$ cat config.mk
export PLATFORM = sky130hd
export DESIGN_NAME = crosswalk_controller
export DESIGN_NICKNAME = d
export VERILOG_FILES = /design/src/rtl/crosswalk_pkg.sv /design/src/rtl/phase_timer.sv /design/src/rtl/crosswalk_controller.sv
export SDC_FILE = /design/constraint.sdc
export NUM_CORES = 1
export LEC_CHECK = 0
export BUFFER_PORTS_ARGS = -buffer_cell sky130_fd_sc_hd__buf_2
export CELL_PAD_IN_SITES_DETAIL_PLACEMENT = 0
export CELL_PAD_IN_SITES_GLOBAL_PLACEMENT = 1
export CORE_MARGIN = 2
export CORE_UTILIZATION = 40
export CTS_BUF_LIST = sky130_fd_sc_hd__clkbuf_8
export DETAILED_ROUTE_END_ITERATION = 12
export GPL_TIMING_DRIVEN = 0
export PLACE_DENSITY = 0.79
export SETUP_SLACK_MARGIN = 0.05
export SLEW_MARGIN = 30
export SYNTH_ARGS = -nofsm -noshare
export SYNTH_HDL_FRONTEND = slang
export SYNTH_SLANG_ARGS = --single-unit
$ cat constraint.sdc
create_clock -name clk -period 2 [get_ports clk]
set_clock_uncertainty 0.05 [all_clocks]
set_input_delay 0.2 -clock clk [delete_from_list [all_inputs] [get_ports clk]]
set_output_delay 0.2 -clock clk [all_outputs]
set_load 0.02 [all_outputs]
$ cat src/rtl/crosswalk_pkg.sv
// Shared encodings for the pedestrian crossing controller: phase codes,
// pedestrian hand-lamp control codes and one-hot vehicle lamp patterns.
package crosswalk_pkg;

  localparam logic [2:0] ENC_GREEN  = 3'd0;
  localparam logic [2:0] ENC_YELLOW = 3'd1;
  localparam logic [2:0] ENC_CLEAR1 = 3'd2;
  localparam logic [2:0] ENC_WALK   = 3'd3;
  localparam logic [2:0] ENC_FLASH  = 3'd4;
  localparam logic [2:0] ENC_CLEAR2 = 3'd5;

  typedef enum logic [2:0] {
    S_GREEN  = ENC_GREEN,
    S_YELLOW = ENC_YELLOW,
    S_CLEAR1 = ENC_CLEAR1,
    S_WALK   = ENC_WALK,
    S_FLASH  = ENC_FLASH,
    S_CLEAR2 = ENC_CLEAR2
  } state_e;

  localparam logic [1:0] HAND_OFF   = 2'b00;
  localparam logic [1:0] HAND_SOLID = 2'b01;
  localparam logic [1:0] HAND_BLINK = 2'b10;

  localparam logic [2:0] CAR_GREEN  = 3'b001;
  localparam logic [2:0] CAR_YELLOW = 3'b010;
  localparam logic [2:0] CAR_RED    = 3'b100;

  typedef struct packed {
    logic [2:0] car;
    logic [1:0] hand;
    logic       person;
  } lamps_t;

  // Lamp pattern shown while a given phase is active.
  function automatic lamps_t decode_lamps(input state_e s);
    lamps_t l;
    l = '{car: CAR_RED, hand: HAND_SOLID, person: 1'b0};
    case (s)
      S_GREEN:  l.car = CAR_GREEN;
      S_YELLOW: l.car = CAR_YELLOW;
      S_WALK: begin
        l.hand   = HAND_OFF;
        l.person = 1'b1;
      end
      S_FLASH:  l.hand = HAND_BLINK;
      default:  l.car = CAR_RED;
    endcase
    return l;
  endfunction

endpackage

$ cat src/rtl/phase_timer.sv
// Tick-driven phase down-counter: loads DURATION-1 on phase entry, counts
// down on each tick and flags expiry when a tick arrives at zero.
module phase_timer #(
  parameter int unsigned     CNT_W     = 8,
  parameter logic [CNT_W-1:0] RESET_VAL = '0
) (
  input  logic             clk,
  input  logic             reset,
  input  logic             tick,
  input  logic             load,
  input  logic [CNT_W-1:0] load_val,
  output logic             expire
);

  logic [CNT_W-1:0] cnt_q;
  logic [CNT_W-1:0] cnt_d;

  // NOTE: every variable written in always_comb gets a default first, so no
  // path through the block leaves it unassigned and a latch is never inferred.
  always_comb begin
    cnt_d = cnt_q;
    if (load) begin
      cnt_d = load_val;
    end else if (tick && (cnt_q != '0)) begin
      cnt_d = cnt_q - 1'b1;
    end
  end

  // NOTE: state registers use non-blocking assignments so every flop samples
  // its pre-edge inputs, independent of the order processes are evaluated.
  always_ff @(posedge clk or posedge reset) begin
    if (reset) begin
      cnt_q <= RESET_VAL;
    end else begin
      cnt_q <= cnt_d;
    end
  end

  assign expire = tick && (cnt_q == '0);

endmodule

$ cat src/rtl/crosswalk_controller.sv
// Signalised pedestrian crossing: phase FSM, latched push-button request and
// flash-phase blink, all timed by an external tick strobe.
module crosswalk_controller
  import crosswalk_pkg::*;
#(
  parameter int unsigned CNT_W           = 8,
  parameter int unsigned GREEN_MIN_TICKS = 20,
  parameter int unsigned YELLOW_TICKS    = 3,
  parameter int unsigned CLEAR_TICKS     = 2,
  parameter int unsigned WALK_TICKS      = 7,
  parameter int unsigned FLASH_TICKS     = 10
) (
  input  logic       clk,
  input  logic       reset,
  input  logic       tick,
  input  logic       button,
  output logic [2:0] car_lamp,
  output logic [1:0] hand_ctrl,
  output logic       person_ctrl,
  output logic       blink,
  output logic       req_pending
);

  localparam lamps_t RESET_LAMPS = '{car: CAR_GREEN, hand: HAND_SOLID, person: 1'b0};

  state_e           state_q, state_d;
  lamps_t           lamps_q, lamps_d;
  logic             req_q, req_d;
  logic             blink_q, blink_d;
  logic             req_in;
  logic             expire;
  logic             load;
  logic [CNT_W-1:0] load_val;

  function automatic logic [CNT_W-1:0] phase_len(input state_e s);
    logic [CNT_W-1:0] len;
    len = CNT_W'(GREEN_MIN_TICKS - 1);
    case (s)
      S_YELLOW:          len = CNT_W'(YELLOW_TICKS - 1);
      S_CLEAR1, S_CLEAR2: len = CNT_W'(CLEAR_TICKS - 1);
      S_WALK:            len = CNT_W'(WALK_TICKS - 1);
      S_FLASH:           len = CNT_W'(FLASH_TICKS - 1);
      default:           len = CNT_W'(GREEN_MIN_TICKS - 1);
    endcase
    return len;
  endfunction

  phase_timer #(
    .CNT_W     (CNT_W),
    .RESET_VAL (CNT_W'(GREEN_MIN_TICKS - 1))
  ) u_timer (
    .clk      (clk),
    .reset    (reset),
    .tick     (tick),
    .load     (load),
    .load_val (load_val),
    .expire   (expire)
  );

  always_comb begin
    state_d = state_q;
    // A press in the same cycle as the granting tick already counts.
    req_in  = req_q | (button && (state_q inside {S_GREEN, S_YELLOW, S_CLEAR1}));

    if (expire) begin
      case (state_q)
        S_GREEN:  if (req_in) state_d = S_YELLOW;
        S_YELLOW: state_d = S_CLEAR1;
        S_CLEAR1: state_d = S_WALK;
        S_WALK:   state_d = S_FLASH;
        S_FLASH:  state_d = S_CLEAR2;
        S_CLEAR2: state_d = S_GREEN;
        default:  state_d = S_GREEN;
      endcase
    end

    req_d = (state_d == S_WALK && state_q != S_WALK) ? 1'b0 : req_in;

    blink_d = 1'b0;
    if (state_d == S_FLASH) begin
      if (state_q != S_FLASH) blink_d = 1'b1;
      else                    blink_d = tick ? ~blink_q : blink_q;
    end

    load     = (state_d != state_q);
    load_val = phase_len(state_d);
    lamps_d  = decode_lamps(state_d);
  end

  // NOTE: asynchronous reset clears every register, pending request included,
  // the moment reset rises -- no clock edge is needed to reach a safe state.
  always_ff @(posedge clk or posedge reset) begin
    if (reset) begin
      state_q <= S_GREEN;
      lamps_q <= RESET_LAMPS;
      req_q   <= 1'b0;
      blink_q <= 1'b0;
    end else begin
      state_q <= state_d;
      lamps_q <= lamps_d;
      req_q   <= req_d;
      blink_q <= blink_d;
    end
  end

  assign car_lamp    = lamps_q.car;
  assign hand_ctrl   = lamps_q.hand;
  assign person_ctrl = lamps_q.person;
  assign blink       = blink_q;
  assign req_pending = req_q;

  param_nonzero_a : assert property (@(posedge clk)
    (GREEN_MIN_TICKS != 0) && (YELLOW_TICKS != 0) && (CLEAR_TICKS != 0) &&
    (WALK_TICKS != 0) && (FLASH_TICKS != 0))
    else $error("crosswalk_controller: a *_TICKS parameter is zero");

  param_fit_a : assert property (@(posedge clk)
    ($clog2(GREEN_MIN_TICKS) <= CNT_W) && ($clog2(YELLOW_TICKS) <= CNT_W) &&
    ($clog2(CLEAR_TICKS) <= CNT_W) && ($clog2(WALK_TICKS) <= CNT_W) &&
    ($clog2(FLASH_TICKS) <= CNT_W))
    else $error("crosswalk_controller: a *_TICKS parameter exceeds CNT_W");

endmodule

Yosys cells after proc, flatten, opt, wreduce, memory -nomap -nowiden
Cells that the tools add are included. W data, S select, Z words.

Bitwise logic cells: 2. Eq/ne operators: 13. Reduce and logical (&&, ||, !) cells: 11. Multiplexer cells: 13. $add $sub $neg: 1.

Operators by type and width (number): $pmux W5 S4 (1); $mux W8 (2); $pmux W3 S5 (1); $eq A3 B2 Y1 const B (4); $eq A3 B3 Y1 const B (3); $logic_not A8 Y1 (1); $reduce_bool A8 Y1 (1); $sub A8 B1 Y8 const B (1); $eq A3 B1 Y1 const B (2); $logic_not A3 Y1 (2); $mux W3 (2); $ne A3 B2 Y1 const B (2); $pmux W3 S2 (1); $mux W1 (5); $logic_and A1 B1 Y1 (4); $pmux W2 S2 (1); $ne A3 B3 Y1 (1); $ne A3 B3 Y1 const B (1); $reduce_bool A3 Y1 (1); $reduce_bool A2 Y1 (1); $reduce_or A2 Y1 (1); $not A1 Y1 (1); $or A1 B1 Y1 (1).

Output and inout bits: 8. Logic and storage cells: 47. Input port bits: 4. Bits in registers: 19.

Longest topological paths before layout
Word-level depth: 11. Gate-level depth with buffers: 7. Mapped depth without buffers: 6.

By module
Synthesis repeated with hierarchy kept, for this count alone.

Cells, all modules: 118. Area total of the unflattened synthesis: 1101.1 µm².

By module, submodules not included: crosswalk_controller (times used 1, seq. area each 277.8 µm², area an instance 593.1 µm², cells an instance 59); phase_timer (times used 1, seq. area each 203.9 µm², area an instance 508.0 µm², cells an instance 59).

Worst setup path before layout
No wires, ideal clock.

Kind: reg2reg. Start: register u_timer.cnt_q[0]. End: register u_timer.cnt_q[4]. Stages on the path, launching flop included: 8. Required time: 1.890 ns. Arrival: 1.905 ns. Path slack: -0.015 ns. Library setup time: 0.060 ns. Buffers on the path: 1. Clock period less this slack: 2.015 ns. Cell sequence: dfstp_2 -> inv_1 -> ha_1 -> or3b_1 -> buf_2 -> or3_1 -> a2111oi_2 -> o21a_1.

Word-level cells in the longest chain between the ends: 7. Elaborated cells between the ends (all ways): 17. Classes of those cells: add/sub: 1; eq/ne: 6; mux: 4; reduce/logical: 6.

Ends and longest elaborated chain: start, declared (RTL line phase_timer.sv:15) `logic [CNT_W-1:0] cnt_q;`; start signal, assigned (RTL line phase_timer.sv:35) `cnt_q <= cnt_d;`; $logic_not A8 Y1 (RTL line phase_timer.sv:39) `assign expire = tick && (cnt_q == '0);`; $logic_and A1 B1 Y1 (RTL line phase_timer.sv:39); $mux W3 (RTL line crosswalk_controller.sv:65) `if (expire) begin`; $eq A3 B2 Y1 or $eq A3 B3 Y1 (tied branches) (RTL line crosswalk_controller.sv:38) `case (s)`; $reduce_or A2 Y1 (RTL line crosswalk_controller.sv:38); $pmux W5 S4 (RTL line crosswalk_controller.sv:38); $mux W8 (RTL line phase_timer.sv:22) `if (load) begin`.

Several ways; a longest one is shown, not always the timed one. The select of a mux whose other input is x is not followed. A chain may end at the register's enable or synchronous reset.

Worst setup path after layout
Start: register u_timer.cnt_q[1]. End: register u_timer.cnt_q[4].

The elaborated chain is that of the path after synthesis.

==> out/results.tsv <==
metric	value	unit
outcome	finished, violations left	
violations	negative setup slack	
synth.most_common_cell	dfrtp_1	
synth_seq_cells	19	
peakVddDrop	0.8065	mV
yosysSeqAreaShare	0.4589	
post_dp_cell_area	1156	µm²
grt.total_usage	0.1748	
coreArea	2477	µm²
maxSlewHeadroom	0.5012	
worst_slew_pin_slew	0.7473	ns
drv_slew	0	
wl	2561	µm
num_vias	940	
pre_cts_ws	-0.1791	ns
netlist.area_leader.share	0.3337	
die_width	55.23	µm
synth_area_leader_cell	dfrtp_1	
max_freq	492.7	MHz
cts_tree	yes	
power_density	1350	nW/µm²
synth_cell_types	32	
max_stage_delay	0.39	ns
antenna_found_initial	0	
antennaDiodeCount	0	
worst_path_max_delay_cell	dfstp_2	
grt_max_degree	20	
startpoint_type	flip-flop	
synth_area_leaders	dfrtp_1 33%, dfstp_2 13%, o21ai_0 6.2%	
syn-num-nets	117	
period_minus_slack	2.029	ns
ys_warn_count	0	
postRouteAntennaNets	0	
synth-edff-count	0	
cp_data_arrival_time	2.18	ns
grt_pass1_vias	904	
critPathCaptureType	flip-flop	
fill_cells	241	
place_hpwl	1712	µm
crit_buf_inv	2	
setup_viol	1	
syn_area_per_cell	9.457	µm²
vias_per_cell	5.663	
synthArstFlopShare	1.000	
drive_gt1_frac	0.3676	
design_area	1368	µm²
cp.required	2.15	ns
die-area	3050	µm²
seq_area	484.2	µm²
cts.sinks	19	
drv_cap	0	
fin_util	0.5520	
worstPathMaxFanout	3	
netlist_area	1050	µm²
timing.final.crit_share	1.015	
grt_pass1_wl	4264	µm
avgRoutedWirePerCell	15.43	µm
crit_chain	inv_2, ha_4, or3b_4, buf_6, or3_4, a2111oi_4, o21a_1	
io_buffer_count	11	
setup_tns	-0.02949	ns
nets	143	
synth_common_cells	14 x dfrtp_1, 13 x o21ai_0, 10 x a21oi_1, 9 x nand2_1, 7 x inv_1	
power.leakage	0.5735	nW
overflow	0	
cts.clk_slew.worst_paths	0.07	ns
syn-instance-count	111	
path_class	reg -> reg	
die_h	55.23	µm
firstDrtPassIters	4	
drc_errors	0	
synth-main-ff-cell	dfrtp_1	
gp_congestion	0.7745	
cp_top_family	simple AND/OR/NAND/NOR gates	
clk-insertion-delay-late	0.26	ns
cts_made_buffers	3	
rsz0062_at_grt	true	
final-hold-violation-count	0	
start_util	0.4237	
htreeDepth	1	
cts-root-buf	clkbuf_8	
num_rows	18	
setup_ws	-0.02949	ns
drtIter0Drc	36	
min_path_type	in -> async	
clk_path_buf_depth	2	
io_pins	12	
areaGrowthSynthToFinish	30.27	%
multi_input_area	598.1	µm²
[final cells by class]
type                            count  area share
Buffer                              5     0.02470
Timing Repair Buffer               21      0.1043
Inverter                            7     0.01921
Tap cell                           30     0.02745
Clock buffer                        3     0.03019
Multi-Input combinational cell     80      0.4373
Sequential cell                    19      0.3541
Clock inverter                      1    0.002745
[what timing repair did]
action                     CTS  global route
hold buffers                 0             0
gates resized for setup      7            17
pin swaps                    5             9
buffers inserted             7             3
hold endpoints to repair     0             0
setup endpoints to repair    9            14
[through the flow]
stage          hold slack, ns  power (mW)  cells
6_report              0.01130       1.847    166
5_1_grt               0.08105       1.977    166
4_1_cts               0.02467       1.730    163
3_5_place_dp           0.3115       1.342    152
3_3_place_gp           0.2961       1.327    152
2_1_floorplan         0.09743       1.161    111
[worst register-to-register path, cell delays in order (launching register included)]
cell       delay [ns]
dfstp_2          0.39
inv_2            0.08
ha_4             0.13
or3b_4           0.37
buf_6            0.13
or3_4            0.34
a2111oi_4        0.31
o21a_1           0.18
[path summary, 6_finish.rpt]
kind,endpoint,slack (ns),start,depth (start not counted)
max,u_timer.cnt_q[4]$_DFFE_PP1P_,-0.03,u_timer.cnt_q[1]$_DFFE_PP1P_,7
min,hand_ctrl[1]$_DFF_PP0_,0.01,reset,2
max reg2reg,u_timer.cnt_q[4]$_DFFE_PP1P_,-0.03,u_timer.cnt_q[1]$_DFFE_PP1P_,7
min reg2reg,u_timer.cnt_q[4]$_DFFE_PP1P_,0.54,u_timer.cnt_q[4]$_DFFE_PP1P_,1
max in group asynchronous,u_timer.cnt_q[3]$_DFFE_PP0P_,1.37,reset,2
min in group clk,u_timer.cnt_q[0]$_DFFE_PP1P_,0.20,tick,3
[layout by cell type, fill, tap and decap left out, types with 3 or more instances in the layout]
master    count
a211oi_1      3
a21oi_1      10
buf_2        11
buf_4         9
clkbuf_1      3
clkbuf_8      3
dfrtp_1      12
dfstp_2       5
inv_1         6
nand2_1       9
nor2_1        6
o211ai_1      3
o21a_1        3
o21ai_0       8
o21ai_1       5
[cells by family after synthesis]
logic type | Yosys count | share of synthesized area
fa+ha+maj | 2 | 0.02383
xor+xnor | 1 | 0.008345
mux | 2 | 0.02145
compound gates | 37 | 0.2217
simple gates | 38 | 0.2217
flops | 19 | 0.4589
buf+inv | 12 | 0.04410
[report_power, final]
part           total (mW)  switching [mW]  internal, mW  leakage (nW)
logic               0.852           0.468         0.384         0.321
registers           0.731           0.170         0.561         0.225
clock network       0.264           0.127         0.137        0.0269
[registers in the layout (all words and copies together) (netlist names)]
register / flops
state_q: 3
blink: 1
req_pending: 1
car_lamp: 3
u_timer.cnt_q: 8
person_ctrl: 1
hand_ctrl: 2
[metal layers]
layer / wire (µm) / track usage / up-vias
met5: 0 / 0 / -
met4: 43 / 0.07317 / 0
met3: 78 / 0.02342 / 5
met2: 1314 / 0.2789 / 21
met1: 1125 / 0.2384 / 459
li1: - / - / 455
No activity file was read; power rests on OpenSTA's default activity.
